**config.mk**
```make
export PLATFORM = sky130hd
export DESIGN_NAME = axis_bernoulli_tg
export DESIGN_NICKNAME = d
export VERILOG_FILES = /design/src/rtl/axis_bernoulli_tg.sv
export SDC_FILE = /design/constraint.sdc
export NUM_CORES = 1
export LEC_CHECK = 0
export BUFFER_PORTS_ARGS = -buffer_cell sky130_fd_sc_hd__buf_2
export CAP_MARGIN = 5
export CORE_UTILIZATION = 40
export CTS_BUF_LIST = sky130_fd_sc_hd__clkbuf_4
export DETAILED_ROUTE_END_ITERATION = 10
export GPL_TIMING_DRIVEN = 0
export PLACE_DENSITY_LB_ADDON = 0.1
export SLEW_MARGIN = 0
export SYNTH_ARGS = -nofsm -noshare
export SYNTH_HDL_FRONTEND = slang
export SYNTH_SLANG_ARGS = --single-unit
```
**constraint.sdc**
```tcl
create_clock -name clk -period 8.59 [get_ports clk]
set_input_delay 1.718 -clock clk [delete_from_list [all_inputs] [get_ports clk]]
set_output_delay 1.718 -clock clk [all_outputs]
set_load 0.01 [all_outputs]
```
**src/rtl/axis_bernoulli_tg.sv**
```systemverilog
`default_nettype none
// ============================================================================
// Module      : axis_bernoulli_tg
// Description : Bernoulli-injection AXI-Stream traffic generator. Optional
//               macro AXIS_TG_TIMESTAMP_EN puts the latched ticks value in
//               the upper half of tdata.
// Revision    : 1.0 - initial release
// ============================================================================
module axis_bernoulli_tg #(
    parameter logic [31:0] SEED          = 32'd1,
    parameter int          COUNT_WIDTH   = 32,
    parameter int          TID           = 0,
    parameter int          TDATA_WIDTH   = 64,
    parameter int          TDEST_WIDTH   = 2,
    parameter int          TID_WIDTH     = 2,
    parameter int          NUM_ROUTERS   = 4,
    parameter int          PACKET_FLITS  = 2,
    parameter int          BACKLOG_WIDTH = 8
) (
    input  logic                                    clk,
    input  logic                                    rst,
    input  logic [15:0]                             load,
    input  logic [COUNT_WIDTH-1:0]                  num_packets,
    input  logic                                    start,
    input  logic [TDATA_WIDTH/2-1:0]                ticks,
    output logic                                    done,
    output logic [NUM_ROUTERS-1:0][COUNT_WIDTH-1:0] sent_packets,
    output logic [COUNT_WIDTH-1:0]                  total_sent_packets,
    output logic                                    backlog_overflow,
    output logic                                    axis_out_tvalid,
    input  logic                                    axis_out_tready,
    output logic [TDATA_WIDTH-1:0]                  axis_out_tdata,
    output logic                                    axis_out_tlast,
    output logic [TID_WIDTH-1:0]                    axis_out_tid,
    output logic [TDEST_WIDTH-1:0]                  axis_out_tdest
);

    localparam int c_half   = TDATA_WIDTH / 2;
    localparam int c_flit_w = (PACKET_FLITS > 1) ? $clog2(PACKET_FLITS) : 1;

    typedef logic [c_half-1:0]   half_t;
    typedef logic [c_flit_w-1:0] flit_t;

    localparam logic [31:0]            c_taps      = 32'h8020_0003;
    localparam logic [31:0]            c_seed      = SEED | 32'd1;
    localparam flit_t                  c_last_flit = flit_t'(PACKET_FLITS - 1);
    localparam logic [TDEST_WIDTH-1:0] c_own_dest  = TDEST_WIDTH'(TID);
    localparam logic [TDEST_WIDTH-1:0] c_alt_dest  = TDEST_WIDTH'((TID + 1) % NUM_ROUTERS);

    localparam logic [1:0] c_st_idle = 2'd0;
    localparam logic [1:0] c_st_send = 2'd1;
    localparam logic [1:0] c_st_done = 2'd2;

    logic [1:0]                              r_state;
    logic [1:0]                              w_state_next;
    logic [31:0]                             r_lfsr;
    logic [31:0]                             w_lfsr_next;
    logic [COUNT_WIDTH-1:0]                  r_generated;
    logic [BACKLOG_WIDTH-1:0]                r_backlog;
    logic [BACKLOG_WIDTH-1:0]                w_backlog_next;
    logic                                    r_overflow;
    flit_t                                   r_flit;
    half_t                                   r_seq;
    logic [TDEST_WIDTH-1:0]                  r_tdest;
    logic [NUM_ROUTERS-1:0][COUNT_WIDTH-1:0] r_sent;
    logic [NUM_ROUTERS-1:0][COUNT_WIDTH-1:0] w_sent_next;
    logic [COUNT_WIDTH-1:0]                  r_total;
    logic [COUNT_WIDTH-1:0]                  w_seq_new;
    logic [TDEST_WIDTH-1:0]                  w_dest_raw;
    logic [TDEST_WIDTH-1:0]                  w_dest_new;
    logic [15:0]                             w_draw;
    logic [15:0]                             w_dsel;
    logic                                    w_fire;
    logic                                    w_hs;
    logic                                    w_last_hs;
    logic                                    w_drop;
    logic                                    w_pkt_start;

    assign w_draw      = r_lfsr[15:0];
    assign w_dsel      = r_lfsr[31:16];
    assign w_lfsr_next = r_lfsr[0] ? ({1'b0, r_lfsr[31:1]} ^ c_taps) : {1'b0, r_lfsr[31:1]};

    assign w_fire    = start && (r_generated < num_packets) && (w_draw < load);
    assign w_hs      = axis_out_tvalid && axis_out_tready;
    assign w_last_hs = w_hs && axis_out_tlast;
    assign w_drop    = w_fire && !w_last_hs && (&r_backlog);

    // Simultaneous fire and last-flit handshake cancel, so a full backlog is not dropped then.
    always_comb begin
        w_backlog_next = r_backlog;
        if (w_fire && !w_last_hs && !(&r_backlog))
            w_backlog_next = r_backlog + BACKLOG_WIDTH'(1);
        else if (!w_fire && w_last_hs)
            w_backlog_next = r_backlog - BACKLOG_WIDTH'(1);
    end

    assign w_dest_raw = TDEST_WIDTH'({16'd0, w_dsel} % 32'(NUM_ROUTERS));
    assign w_dest_new = (NUM_ROUTERS > 1 && w_dest_raw == c_own_dest) ? c_alt_dest : w_dest_raw;

    // The sequence number of a new packet sees the count of the packet completing this cycle.
    always_comb begin
        w_sent_next = r_sent;
        w_seq_new   = '0;
        for (int i = 0; i < NUM_ROUTERS; i++) begin
            if (w_last_hs && r_tdest == TDEST_WIDTH'(i))
                w_sent_next[i] = r_sent[i] + COUNT_WIDTH'(1);
        end
        for (int i = 0; i < NUM_ROUTERS; i++) begin
            if (w_dest_new == TDEST_WIDTH'(i))
                w_seq_new = w_sent_next[i];
        end
    end

    always_ff @(posedge clk) begin
        if (rst)
            r_state <= c_st_idle;
        else
            r_state <= w_state_next;
    end

    always_comb begin
        w_state_next = r_state;
        case (r_state)
            c_st_idle: begin
                if (r_backlog != '0)
                    w_state_next = c_st_send;
                else if (r_generated == num_packets)
                    w_state_next = c_st_done;
            end
            c_st_send: begin
                if (w_last_hs && w_backlog_next == '0)
                    w_state_next = c_st_idle;
            end
            c_st_done: w_state_next = c_st_done;
            default:   w_state_next = c_st_idle;
        endcase
    end

    always_comb begin
        axis_out_tvalid = (r_state == c_st_send);
        axis_out_tlast  = (r_state == c_st_send) && (r_flit == c_last_flit);
        done            = (r_state == c_st_done);
    end

    assign w_pkt_start = (w_state_next == c_st_send) && ((r_state != c_st_send) || w_last_hs);

    always_ff @(posedge clk) begin
        if (rst) begin
            r_lfsr      <= c_seed;
            r_generated <= '0;
            r_backlog   <= '0;
            r_overflow  <= 1'b0;
            r_flit      <= '0;
            r_seq       <= '0;
            r_tdest     <= '0;
            r_sent      <= '0;
            r_total     <= '0;
        end else begin
            r_lfsr    <= w_lfsr_next;
            r_backlog <= w_backlog_next;
            r_sent    <= w_sent_next;
            if (w_fire)
                r_generated <= r_generated + COUNT_WIDTH'(1);
            if (w_drop)
                r_overflow <= 1'b1;
            if (w_last_hs)
                r_total <= r_total + COUNT_WIDTH'(1);
            if (w_pkt_start) begin
                r_flit  <= '0;
                r_seq   <= half_t'(w_seq_new);
                r_tdest <= w_dest_new;
            end else if (w_last_hs) begin
                r_flit <= '0;
            end else if (w_hs) begin
                r_flit <= r_flit + flit_t'(1);
            end
        end
    end

`ifdef AXIS_TG_TIMESTAMP_EN
    half_t r_ts;

    always_ff @(posedge clk) begin
        if (rst)
            r_ts <= '0;
        else if (w_pkt_start)
            r_ts <= ticks;
    end

    assign axis_out_tdata = {r_ts, r_seq};
`else
    logic w_unused_ticks;
    assign w_unused_ticks = ^ticks;
    assign axis_out_tdata = {half_t'(0), r_seq};
`endif

    assign axis_out_tdest     = r_tdest;
    assign axis_out_tid       = TID_WIDTH'(TID);
    assign sent_packets       = r_sent;
    assign total_sent_packets = r_total;
    assign backlog_overflow   = r_overflow;

endmodule
`default_nettype wire

```
==> flow_summary.json <==
{
  "run_status": "finished, final reports clean",
  "synth-async-reset-ratio_pct": 0,
  "final_cell_mix": "dfxtp_1, buf_2, nor2_1, nand2_1, xor2_1",
  "clk_transition_reported_paths_ns": 0.07,
  "synth.distinct_cells": 80,
  "grt_pass1_wl_um": 60800,
  "maxCapViolations": 0,
  "maxSlewHeadroom_pct": 33.8,
  "cts.htree.levels": 3,
  "crit_type": "input port to register",
  "min_path_cells": 1,
  "skew_ns": 0.0586,
  "boundaryPins": 316,
  "ff2ff_setup_slack_ns": 4.60,
  "hold_buffers": 0,
  "hold_ws_ns": 0.388,
  "cp_max_fo": 10,
  "critPathLaunchType": "input port",
  "cts_buffer_depth": 3,
  "rsz0062_at_grt": "no",
  "design.core.area_um2": 32900,
  "synth_top_cell_by_area": "dfxtp_1",
  "dieHeight_um": 186,
  "grt_max_degree": 12,
  "synthFlopType": "dfxtp_1",
  "layout_commonest_cell": "dfxtp_1",
  "cp-end-kind": "register",
  "nFillCells": 3407,
  "holdPathEnd": "r_lfsr[30]",
  "max_stage_delay_ns": 0.57,
  "synth_seq_cells": 270,
  "post_cts_resized": 0,
  "crit_path_start": "num_packets[14]",
  "yosys_warnings": 0,
  "numClockSinks": 270,
  "drc": 0,
  "grt_util_met2_pct": 34.5,
  "crit_chain": "buf_2, inv_1, ha_1, nand4_1, nor4_1, a21boi_1, o31a_2, nor4_1, a211oi_1, nand4_2, o21ai_1, buf_4, mux2_1",
  "vdd_drop_max_v": 0.0000950,
  "r2r_cells": 11,
  "crit_required_ns": 9.14,
  "setup_tns_ns": 0,
  "synth_top_family_by_area": "simple AND/OR/NAND/NOR gates",
  "synth_top_area_share_pct": 40.1,
  "dpl.hpwl_um": 29900,
  "tightest_slew_ns": 0.985,
  "via_per_inst": 5.05,
  "synth.avg_cell_area_um2": 8.52,
  "critical_path_arrival_ns": 5.34,
  "gp_congestion": 0.891,
  "routed_wl_um": 39100,
  "r2r-start": "r_generated[15]",
  "leakage_nw": 7.28,
  "hp-class": "register to register",
  "synth_compound_area_share_pct": 9.35,
  "io_buffers": 248,
  "synthAdderAreaFrac_pct": 5.20,
  "drive_gt1_share_pct": 21.8,
  "cp_common_cell": "nor4_1",
  "cts_tree": "done",
  "yosysSeqAreaShare_pct": 40.1,
  "synthCells": 1582,
  "routedWlPerCell_um": 16.1,
  "die_x_um": 186,
  "synthToLayoutAreaGrowth_pct": 21.3,
  "grt_use_met1_pct": 30.2,
  "synth_xor_xnor_area_share_pct": 11.4,
  "dr_total_vias": 12300,
  "synth_edf_count": 0,
  "finalHoldViolCount": 0,
  "rr_endpoint": "axis_out_tdest[1]",
  "period_needed_ns": 4.79,
  "root_buffer": "clkbuf_4",
  "setup_viol": 0,
  "min_period_over_period_pct": 55.7,
  "hold_start": "r_lfsr[31]",
  "start_util_pct": 41.0,
  "fmax_mhz": 209,
  "slew_viol_final": 0,
  "grt_pass1_vias": 11500,
  "drt_iter0_markers": 625,
  "dr.pass1.iters": 5,
  "grt-ovfl-total": 0,
  "antenna_found_initial": 1,
  "die_area_um2": 34400,
  "dp_slack_ns": 3.18,
  "synth-simple-area-share_pct": 25.3,
  "power_density_nw_per_um2": 174,
  "muxShareOfSynthArea_pct": 2.40,
  "busiest_layer": "met2",
  "netlist_area_um2": 13500,
  "clock_latency_ns": 0.71,
  "setup_ws_ns": 3.80,
  "track_usage_pct": 22.7,
  "rows": 66,
  "fin_total_pwr_mw": 2.85,
  "met3_usage_pct": 5.93,
  "postCtsSetupBuffers": 0,
  "nets": 2080,
  "drtAntennaViolNets": 0,
  "slowest_stage": "nor4_1",
  "synthTopCellsByArea": "dfxtp_1, xor2_1, nor2_1, ha_1, xnor2_1",
  "cts_made_buffers": 75
}
-- layout make-up --
class,count,area [µm²],area share [%]
Clock inverter,16,150,0.918
Inverter,82,308,1.88
Tap cell,442,553,3.38
Multi-Input combinational cell,1164,7360,45.0
Antenna cell,2,5.00,0.0306
Timing Repair Buffer,248,1240,7.59
Clock buffer,106,796,4.87
Buffer,99,529,3.24
Sequential cell,270,5410,33.1
-- kinds of logic after synthesis --
group | count (synthesis)
compound gates | 178
xor+xnor | 176
fa+ha+maj | 56
buf+inv | 181
flops | 270
mux | 32
other cells | 1
simple gates | 688
-- synth_stat cells (all sizes together) (6+ instances only) --
cell type  instances
and2              28
buf               42
o221a              7
dfxtp            270
clkbuf            57
xnor2             69
o211ai            17
o21a               6
nor3              33
nor2             233
inv               81
nand2            138
a211oi            19
nand3             65
a221oi             8
or3               19
a21oi             47
nand4             47
mux2i             29
and4              20
nor2b             33
xor2             107
or2                7
ha                56
nor4              14
and3              33
o21ai             32
-- worst max-delay path by stage --
stage / end / slack, ns
2_1_floorplan: axis_out_tdest[1] / 3.99
4_1_cts: axis_out_tdest[1] / 3.87
3_5_place_dp: axis_out_tdest[1] / 3.18
5_1_grt: axis_out_tdest[1] / 3.63
6_report: axis_out_tdest[1] / 3.80
3_3_place_gp: axis_out_tdest[1] / 3.21
-- stage by stage --
step | cells | util [%] | area, µm²
finish | 2429 | 49.8 | 16400
global route | 2429 | 49.8 | 16400
CTS | 2427 | 49.7 | 16300
detailed placement | 2305 | 46.9 | 15400
global placement | 2305 | 46.9 | 15400
floorplan | 1615 | - | 13600
-- routing by layer --
layer / wire (µm) / vias up / share of wire, %
met4: 1460 / 0 / 3.7
met3: 2950 / 92 / 7.5
met1: 18000 / 5673 / 46
met5: 0 / - / 0
met2: 16700 / 394 / 43
li1: - / 6106 / -
-- state kept, by name, summed over array words and instances (netlist names) --
name / count
sent_packets: 128
r_generated: 32
r_lfsr: 32
r_seq: 32
total_sent_packets: 32
r_backlog: 8
axis_out_tdest: 2
r_state: 2
backlog_overflow: 1
r_flit: 1
-- where the power goes --
group	switching, mW	total [mW]	internal (mW)
clock	0.550	1.20	0.654
sequential	0.0326	1.32	1.29
combinational	0.194	0.319	0.125
-- worst max-delay path, delay by kind of cell --
| kind | cells | cell delay [ns] |
|---|---|---|
| AND/OR/NAND/NOR | 4 | 1.14 |
| buffers and inverters | 3 | 0.32 |
| AO/OA/AOI/OAI | 4 | 1.50 |
| adder cells (fa/ha/maj) | 1 | 0.30 |
| multiplexers | 1 | 0.34 |
(Power assumes the default switching activity.)
